==> config.mk <==
export PLATFORM = sky130hd
export DESIGN_NAME = wb_initiator
export DESIGN_NICKNAME = d
export VERILOG_FILES = /design/src/rtl/wb_initiator.sv
export SDC_FILE = /design/constraint.sdc
export NUM_CORES = 1
export LEC_CHECK = 0
export ABC_AREA = 0
export CORE_MARGIN = 2
export CORE_UTILIZATION = 41
export DETAILED_ROUTE_END_ITERATION = 6
export PLACE_DENSITY = 0.76
export SETUP_SLACK_MARGIN = 0.4
export SYNTH_ARGS = -nofsm -noshare
export SYNTH_HDL_FRONTEND = slang
export SYNTH_SLANG_ARGS = --single-unit
==> constraint.sdc <==
create_clock -name clk -period 2.2 [get_ports clk]
set_clock_uncertainty 0.1 [all_clocks]
set_input_delay 0.55 -clock clk [delete_from_list [all_inputs] [get_ports clk]]
set_output_delay 0.55 -clock clk [all_outputs]
set_load 0.01 [all_outputs]
==> src/rtl/wb_initiator.sv <==
// Wishbone single-transaction initiator. Accepts one command at a time,
// runs one bus cycle with an ack timeout, and returns the result over a valid/ready response port.
module wb_initiator #(
  parameter int ADDR_WIDTH     = 4,
  parameter int DATA_WIDTH     = 16,
  parameter int TIMEOUT_CYCLES = 255
) (
  input  logic                  clk,
  input  logic                  reset,
  input  logic                  cmd_valid,
  output logic                  cmd_ready,
  input  logic                  cmd_write,
  input  logic [ADDR_WIDTH-1:0] cmd_address,
  input  logic [DATA_WIDTH-1:0] cmd_writedata,
  output logic                  rsp_valid,
  input  logic                  rsp_ready,
  output logic [DATA_WIDTH-1:0] rsp_readdata,
  output logic                  rsp_error,
  output logic                  busy,
  output logic [ADDR_WIDTH-1:0] wbm_address,
  output logic [DATA_WIDTH-1:0] wbm_writedata,
  input  logic [DATA_WIDTH-1:0] wbm_readdata,
  output logic                  wbm_write,
  output logic                  wbm_cycle,
  input  logic                  wbm_ack
);

  typedef enum logic [1:0] {
    ST_IDLE = 2'd0,
    ST_BUS  = 2'd1,
    ST_RESP = 2'd2
  } state_t;

  localparam logic [15:0] CNT_LAST = 16'(TIMEOUT_CYCLES - 1);
  localparam logic [15:0] CNT_MAX  = 16'hFFFF;

  state_t                  r_state;
  state_t                  w_state_nxt;
  logic [15:0]             r_cnt;
  logic [15:0]             w_cnt_nxt;
  logic                    r_wbm_cycle;
  logic                    w_wbm_cycle_nxt;
  logic                    r_wbm_write;
  logic                    w_wbm_write_nxt;
  logic [ADDR_WIDTH-1:0]   r_wbm_address;
  logic [ADDR_WIDTH-1:0]   w_wbm_address_nxt;
  logic [DATA_WIDTH-1:0]   r_wbm_writedata;
  logic [DATA_WIDTH-1:0]   w_wbm_writedata_nxt;
  logic                    r_rsp_valid;
  logic                    w_rsp_valid_nxt;
  logic                    r_rsp_error;
  logic                    w_rsp_error_nxt;
  logic [DATA_WIDTH-1:0]   r_rsp_readdata;
  logic [DATA_WIDTH-1:0]   w_rsp_readdata_nxt;
  logic                    w_timeout;

  // The counter holds the number of ack-less BUS cycles already elapsed, so
  // the TIMEOUT_CYCLES-th such cycle is the one where it equals CNT_LAST.
  assign w_timeout = (r_cnt == CNT_LAST);

  // State register
  always_ff @(posedge clk or posedge reset) begin
    if (reset) begin
      r_state <= ST_IDLE;
    end else begin
      r_state <= w_state_nxt;
    end
  end

  // Next-state decode; ack takes priority over timeout
  always_comb begin
    w_state_nxt = r_state;
    case (r_state)
      ST_IDLE: begin
        if (cmd_valid) begin
          w_state_nxt = ST_BUS;
        end else begin
          w_state_nxt = ST_IDLE;
        end
      end
      ST_BUS: begin
        if (wbm_ack || w_timeout) begin
          w_state_nxt = ST_RESP;
        end else begin
          w_state_nxt = ST_BUS;
        end
      end
      ST_RESP: begin
        if (rsp_ready) begin
          w_state_nxt = ST_IDLE;
        end else begin
          w_state_nxt = ST_RESP;
        end
      end
      default: begin
        w_state_nxt = ST_IDLE;
      end
    endcase
  end

  // Next values of the registered outputs and the timeout counter
  always_comb begin
    w_cnt_nxt           = r_cnt;
    w_wbm_cycle_nxt     = r_wbm_cycle;
    w_wbm_write_nxt     = r_wbm_write;
    w_wbm_address_nxt   = r_wbm_address;
    w_wbm_writedata_nxt = r_wbm_writedata;
    w_rsp_valid_nxt     = r_rsp_valid;
    w_rsp_error_nxt     = r_rsp_error;
    w_rsp_readdata_nxt  = r_rsp_readdata;
    case (r_state)
      ST_IDLE: begin
        if (cmd_valid) begin
          w_cnt_nxt           = 16'd0;
          w_wbm_cycle_nxt     = 1'b1;
          w_wbm_write_nxt     = cmd_write;
          w_wbm_address_nxt   = cmd_address;
          w_wbm_writedata_nxt = cmd_writedata;
        end else begin
          w_wbm_cycle_nxt = 1'b0;
        end
      end
      ST_BUS: begin
        if (wbm_ack) begin
          w_wbm_cycle_nxt = 1'b0;
          w_rsp_valid_nxt = 1'b1;
          w_rsp_error_nxt = 1'b0;
          if (r_wbm_write) begin
            w_rsp_readdata_nxt = {DATA_WIDTH{1'b0}};
          end else begin
            w_rsp_readdata_nxt = wbm_readdata;
          end
        end else if (w_timeout) begin
          w_wbm_cycle_nxt    = 1'b0;
          w_rsp_valid_nxt    = 1'b1;
          w_rsp_error_nxt    = 1'b1;
          w_rsp_readdata_nxt = {DATA_WIDTH{1'b0}};
        end else begin
          // Saturate rather than wrap so a stuck slave can never re-arm the timer
          if (r_cnt != CNT_MAX) begin
            w_cnt_nxt = r_cnt + 16'd1;
          end else begin
            w_cnt_nxt = r_cnt;
          end
        end
      end
      ST_RESP: begin
        w_wbm_cycle_nxt = 1'b0;
        if (rsp_ready) begin
          w_rsp_valid_nxt = 1'b0;
        end else begin
          w_rsp_valid_nxt = 1'b1;
        end
      end
      default: begin
        w_wbm_cycle_nxt = 1'b0;
        w_rsp_valid_nxt = 1'b0;
      end
    endcase
  end

  // Output and counter registers
  always_ff @(posedge clk or posedge reset) begin
    if (reset) begin
      r_cnt           <= 16'd0;
      r_wbm_cycle     <= 1'b0;
      r_wbm_write     <= 1'b0;
      r_wbm_address   <= {ADDR_WIDTH{1'b0}};
      r_wbm_writedata <= {DATA_WIDTH{1'b0}};
      r_rsp_valid     <= 1'b0;
      r_rsp_error     <= 1'b0;
      r_rsp_readdata  <= {DATA_WIDTH{1'b0}};
    end else begin
      r_cnt           <= w_cnt_nxt;
      r_wbm_cycle     <= w_wbm_cycle_nxt;
      r_wbm_write     <= w_wbm_write_nxt;
      r_wbm_address   <= w_wbm_address_nxt;
      r_wbm_writedata <= w_wbm_writedata_nxt;
      r_rsp_valid     <= w_rsp_valid_nxt;
      r_rsp_error     <= w_rsp_error_nxt;
      r_rsp_readdata  <= w_rsp_readdata_nxt;
    end
  end

  // cmd_ready is gated by reset so nothing is offered while reset is held
  assign cmd_ready     = (r_state == ST_IDLE) && !reset;
  assign busy          = (r_state != ST_IDLE);
  assign wbm_cycle     = r_wbm_cycle;
  assign wbm_write     = r_wbm_write;
  assign wbm_address   = r_wbm_address;
  assign wbm_writedata = r_wbm_writedata;
  assign rsp_valid     = r_rsp_valid;
  assign rsp_error     = r_rsp_error;
  assign rsp_readdata  = r_rsp_readdata;

endmodule

==> results.md <==
- Area growth from synthesis to layout: 63.2%
- Int Pwr: approximately 3.4 mW
- Crit Path Max Fanout: 5
- Detail Route Antenna Nets: 0
- Final wirelength: 7430 um
- XOR/XNOR Fraction of Synth Area: 0
- Grt ovf: 0
- Clock Tree Buf Depth: 2
- Total Routing Usage GR: 0.201
- Max Clk Rate: ~0.45 GHz
- Worst path max stage delay: 460 ps
- Clk pin slew, worst setup/hold paths: 60 ps
- Final HPWL DP: 4590 um
- Sequential share of power: 0.320
- Setup slack at placement: -66.8 ps
- CP Capture Type: flop
- Cells after DPL: between 400 and 500
- Flops & latches, synth: between 50 and 60
- Post-Syn Area: about 2600 um2
- Comb pwr share: 0.471
- Synthesis Warnings: 0
- Chip Width: ~84 um
- Unrepaired setup endpoints after global routing: yes
- # IOs: 84
- Vias per cell: 5.34
- CP required: roughly 2300 ps
- Layout net count: ~430
- Setup slack after layout: -31.8 ps
- Insertion delay to the later sink of the worst-skew pair: 340 ps
- Hold_ws: about 360 ps
- Residual DRC count: 0
- Num rows: 29
- Clock power frac: 0.209
- Placed Area: 3740 um2
- Worst Path Arrival: ~2400 ps
- Commonest non-fill, non-tap cell in the layout: dfrtp_1
- GP Congestion: 0.911
- First-pass GRT wire length: about 11,000 um
- Failing checks: negative setup slack
- Pwr per Cell Area: approximately 1200 nW/um2
- Vias in the first global route: about 2,500
- Actual slew at the worst max-slew pin: just over 400 ps
- Commonest cells after routing, fill and taps aside: dfrtp_1 (58), nand2_1 (46), clkdlybuf4s50_1 (40), dlygate4sd2_1 (40), buf_4 (30)
- Die height: 83.8 um
- Inserted Diodes: 0
- Max VDD drop: 0.720 mV
- Wire per inst: 16.0 um
- Cell leakage power: roughly 1.9 nW
- Via count: around 2,500
- DRT Pass-1 Iters: 6
- Slew Limit Fails: 0
- Clock sink total: 58
- Initial core utilization: 0.418
- Non-filler instance count after layout: 465
- Max-slew headroom: 0.727
- Hold Vio Cnt, Final: 0
- H-tree depth: 3
- Mux cell area share after synthesis: 0.0906
- Switching part of the total: 0.348
- Layout fillers: roughly 440
- Critical path buffer and inverter count: 2
- Post-synthesis compound-gate area fraction: 0.140
- Tcrit/Tclk final: 1.01
- Final worst path period need: 2230 ps
- Initial antenna violation count: 0
- Hold WC Path Type: in2async
- Post-route cell area: 4260 um2
- Main combinational cell family by area after synthesis: simple AND/OR/NAND/NOR gates
- Setup TNS: -148 ps
- Endpoints failing setup: 12
- Initial drt markers: 261
- Delay-heaviest family, CP: compound AO/OA/AOI/OAI gates
- Status: finished, violations left
- Avg Inst Size Synth: 10.2 um2
- Post-Synth Adder-Cell Area: 0.0287
- CTS tree: yes
- CP cell instances: inv_1, ha_2, or4b_4, o41a_1, o221ai_4, buf_4, o21ai_1, o41ai_1
- Power, Total: 5.19 mW
- Post-Synthesis Cells: approximately 260
- Largest net degree at the start of global routing: 59
- Share of cells above drive strength 1: 0.286
- Setup Crit Path Kind: reg2reg
- Input/output buffers: 83
- Switching Power: 1.80 mW
- Synth cell types: 34
- Final Util: 0.683
- Die area: around 7000 um2
- CTS root buf: clkbuf_8
- Seq/Total Area, Yosys: 0.556
- CP startpoint kind: flop
- Inserted Clock Buffers: 9
- Syn Nets: between 300 and 400
- Synth Area in Simple Gates: 0.151
- Max-Cap Viols: 0
- Slowest cell on the critical path: or4b_4
- Area of the core: 6240 um2
synth_stat cells (all sizes together):
| cell type | count | area share |
|---|---|---|
| a21oi | 7 | 0.015 |
| a31oi | 2 | 0.0048 |
| a41oi | 1 | 0.0034 |
| and2 | 1 | 0.0024 |
| buf | 6 | 0.013 |
| clkbuf | 3 | 0.0048 |
| dfrtp | 58 | 0.56 |
| ha | 6 | 0.029 |
| inv | 11 | 0.016 |
| mux2 | 21 | 0.091 |
| nand2 | 48 | 0.069 |
| nand2b | 1 | 0.0024 |
| nand3 | 10 | 0.019 |
| nand4 | 4 | 0.0096 |
| nor2 | 14 | 0.020 |
| nor3 | 3 | 0.0077 |
| nor4 | 2 | 0.0048 |
| o21a | 1 | 0.0029 |
| o21ai | 39 | 0.075 |
| o221ai | 1 | 0.0057 |
| o22ai | 1 | 0.0024 |
| o31ai | 6 | 0.017 |
| o41a | 1 | 0.0043 |
| o41ai | 3 | 0.010 |
| or3 | 2 | 0.0048 |
| or4 | 1 | 0.0029 |
| or4b | 1 | 0.0038 |
| or4bb | 1 | 0.0043 |
metal layers:
| metal | vias up | GRT usage | wire length, um | part of all wire |
|---|---|---|---|---|
| met5 | - | 0 | 0 | 0 |
| met4 | 0 | 0.0850 | 170 | 0.023 |
| met3 | 22 | 0.0574 | 424 | 0.057 |
| met2 | 94 | 0.337 | 3720 | 0.50 |
| met1 | 1212 | 0.243 | 3120 | 0.42 |
| li1 | 1156 | - | - | - |
sequential cells by signal, summed over array words and instances (netlist names):
register,cells
r_state,2
rsp_readdata,16
r_cnt,16
wbm_writedata,16
wbm_cycle,1
rsp_error,1
rsp_valid,1
wbm_address,4
wbm_write,1
logic make-up (layout without fill, tap and decap cells):
family | count (synthesis) | count (layout)
adder cells (fa/ha/maj) | 6 | 6
AND/OR/NAND/NOR | 88 | 88
flip-flops | 58 | 58
AO/OA/AOI/OAI | 62 | 62
buffers and inverters | 20 | 153
multiplexers | 21 | 21
timing repair:
| action | 4_1_cts | 5_1_grt |
|---|---|---|
| gates cloned | 0 | 7 |
| setup endpoints to repair | 79 | 43 |
| gates resized for setup | 55 | 39 |
| setup buffers | 9 | 2 |
| hold buffers | 0 | 0 |
| pin swaps | 5 | 6 |
worst min-delay path: cells and delay by family:
family	cells	cell delay, ps
buf+inv	4	640
power by group through the flow:
stage / sequential, mW / clock (mW) / combinational (mW)
6_report: 1.66 / 1.08 / 2.44
5_1_grt: 1.71 / 1.15 / 2.62
4_1_cts: 1.65 / 1.10 / 2.12
3_5_place_dp: 1.69 / 0 / 2.27
3_3_place_gp: 1.67 / 0 / 2.22
2_1_floorplan: 1.87 / 0 / 0.855
cell type report:
class	instances	area, um2	share of cell area
sequential	58	1450	0.341
multi-input combinational	177	1220	0.287
timing repair buffer	127	1220	0.287
clock buffer	14	193	0.0452
tap	77	96.3	0.0226
inverter	11	47.5	0.0112
clock inverter	1	30.0	0.00705
path summary, 6_finish.rpt:
path / slack, ps / endpoint / cells past startpoint / start
setup / recovery: -30 / r_cnt[6] / 8 / r_cnt[0]
setup reg to reg: -30 / r_cnt[6] / 8 / r_cnt[0]
min in group clk: 380 / rsp_readdata[14] / 2 / rsp_readdata[14]
hold reg to reg: 380 / rsp_readdata[14] / 2 / rsp_readdata[14]
max in group asynchronous: 1380 / r_cnt[4] / 4 / reset
hold / removal: 360 / rsp_readdata[12] / 4 / reset
Power figures use the tool's default switching activity.
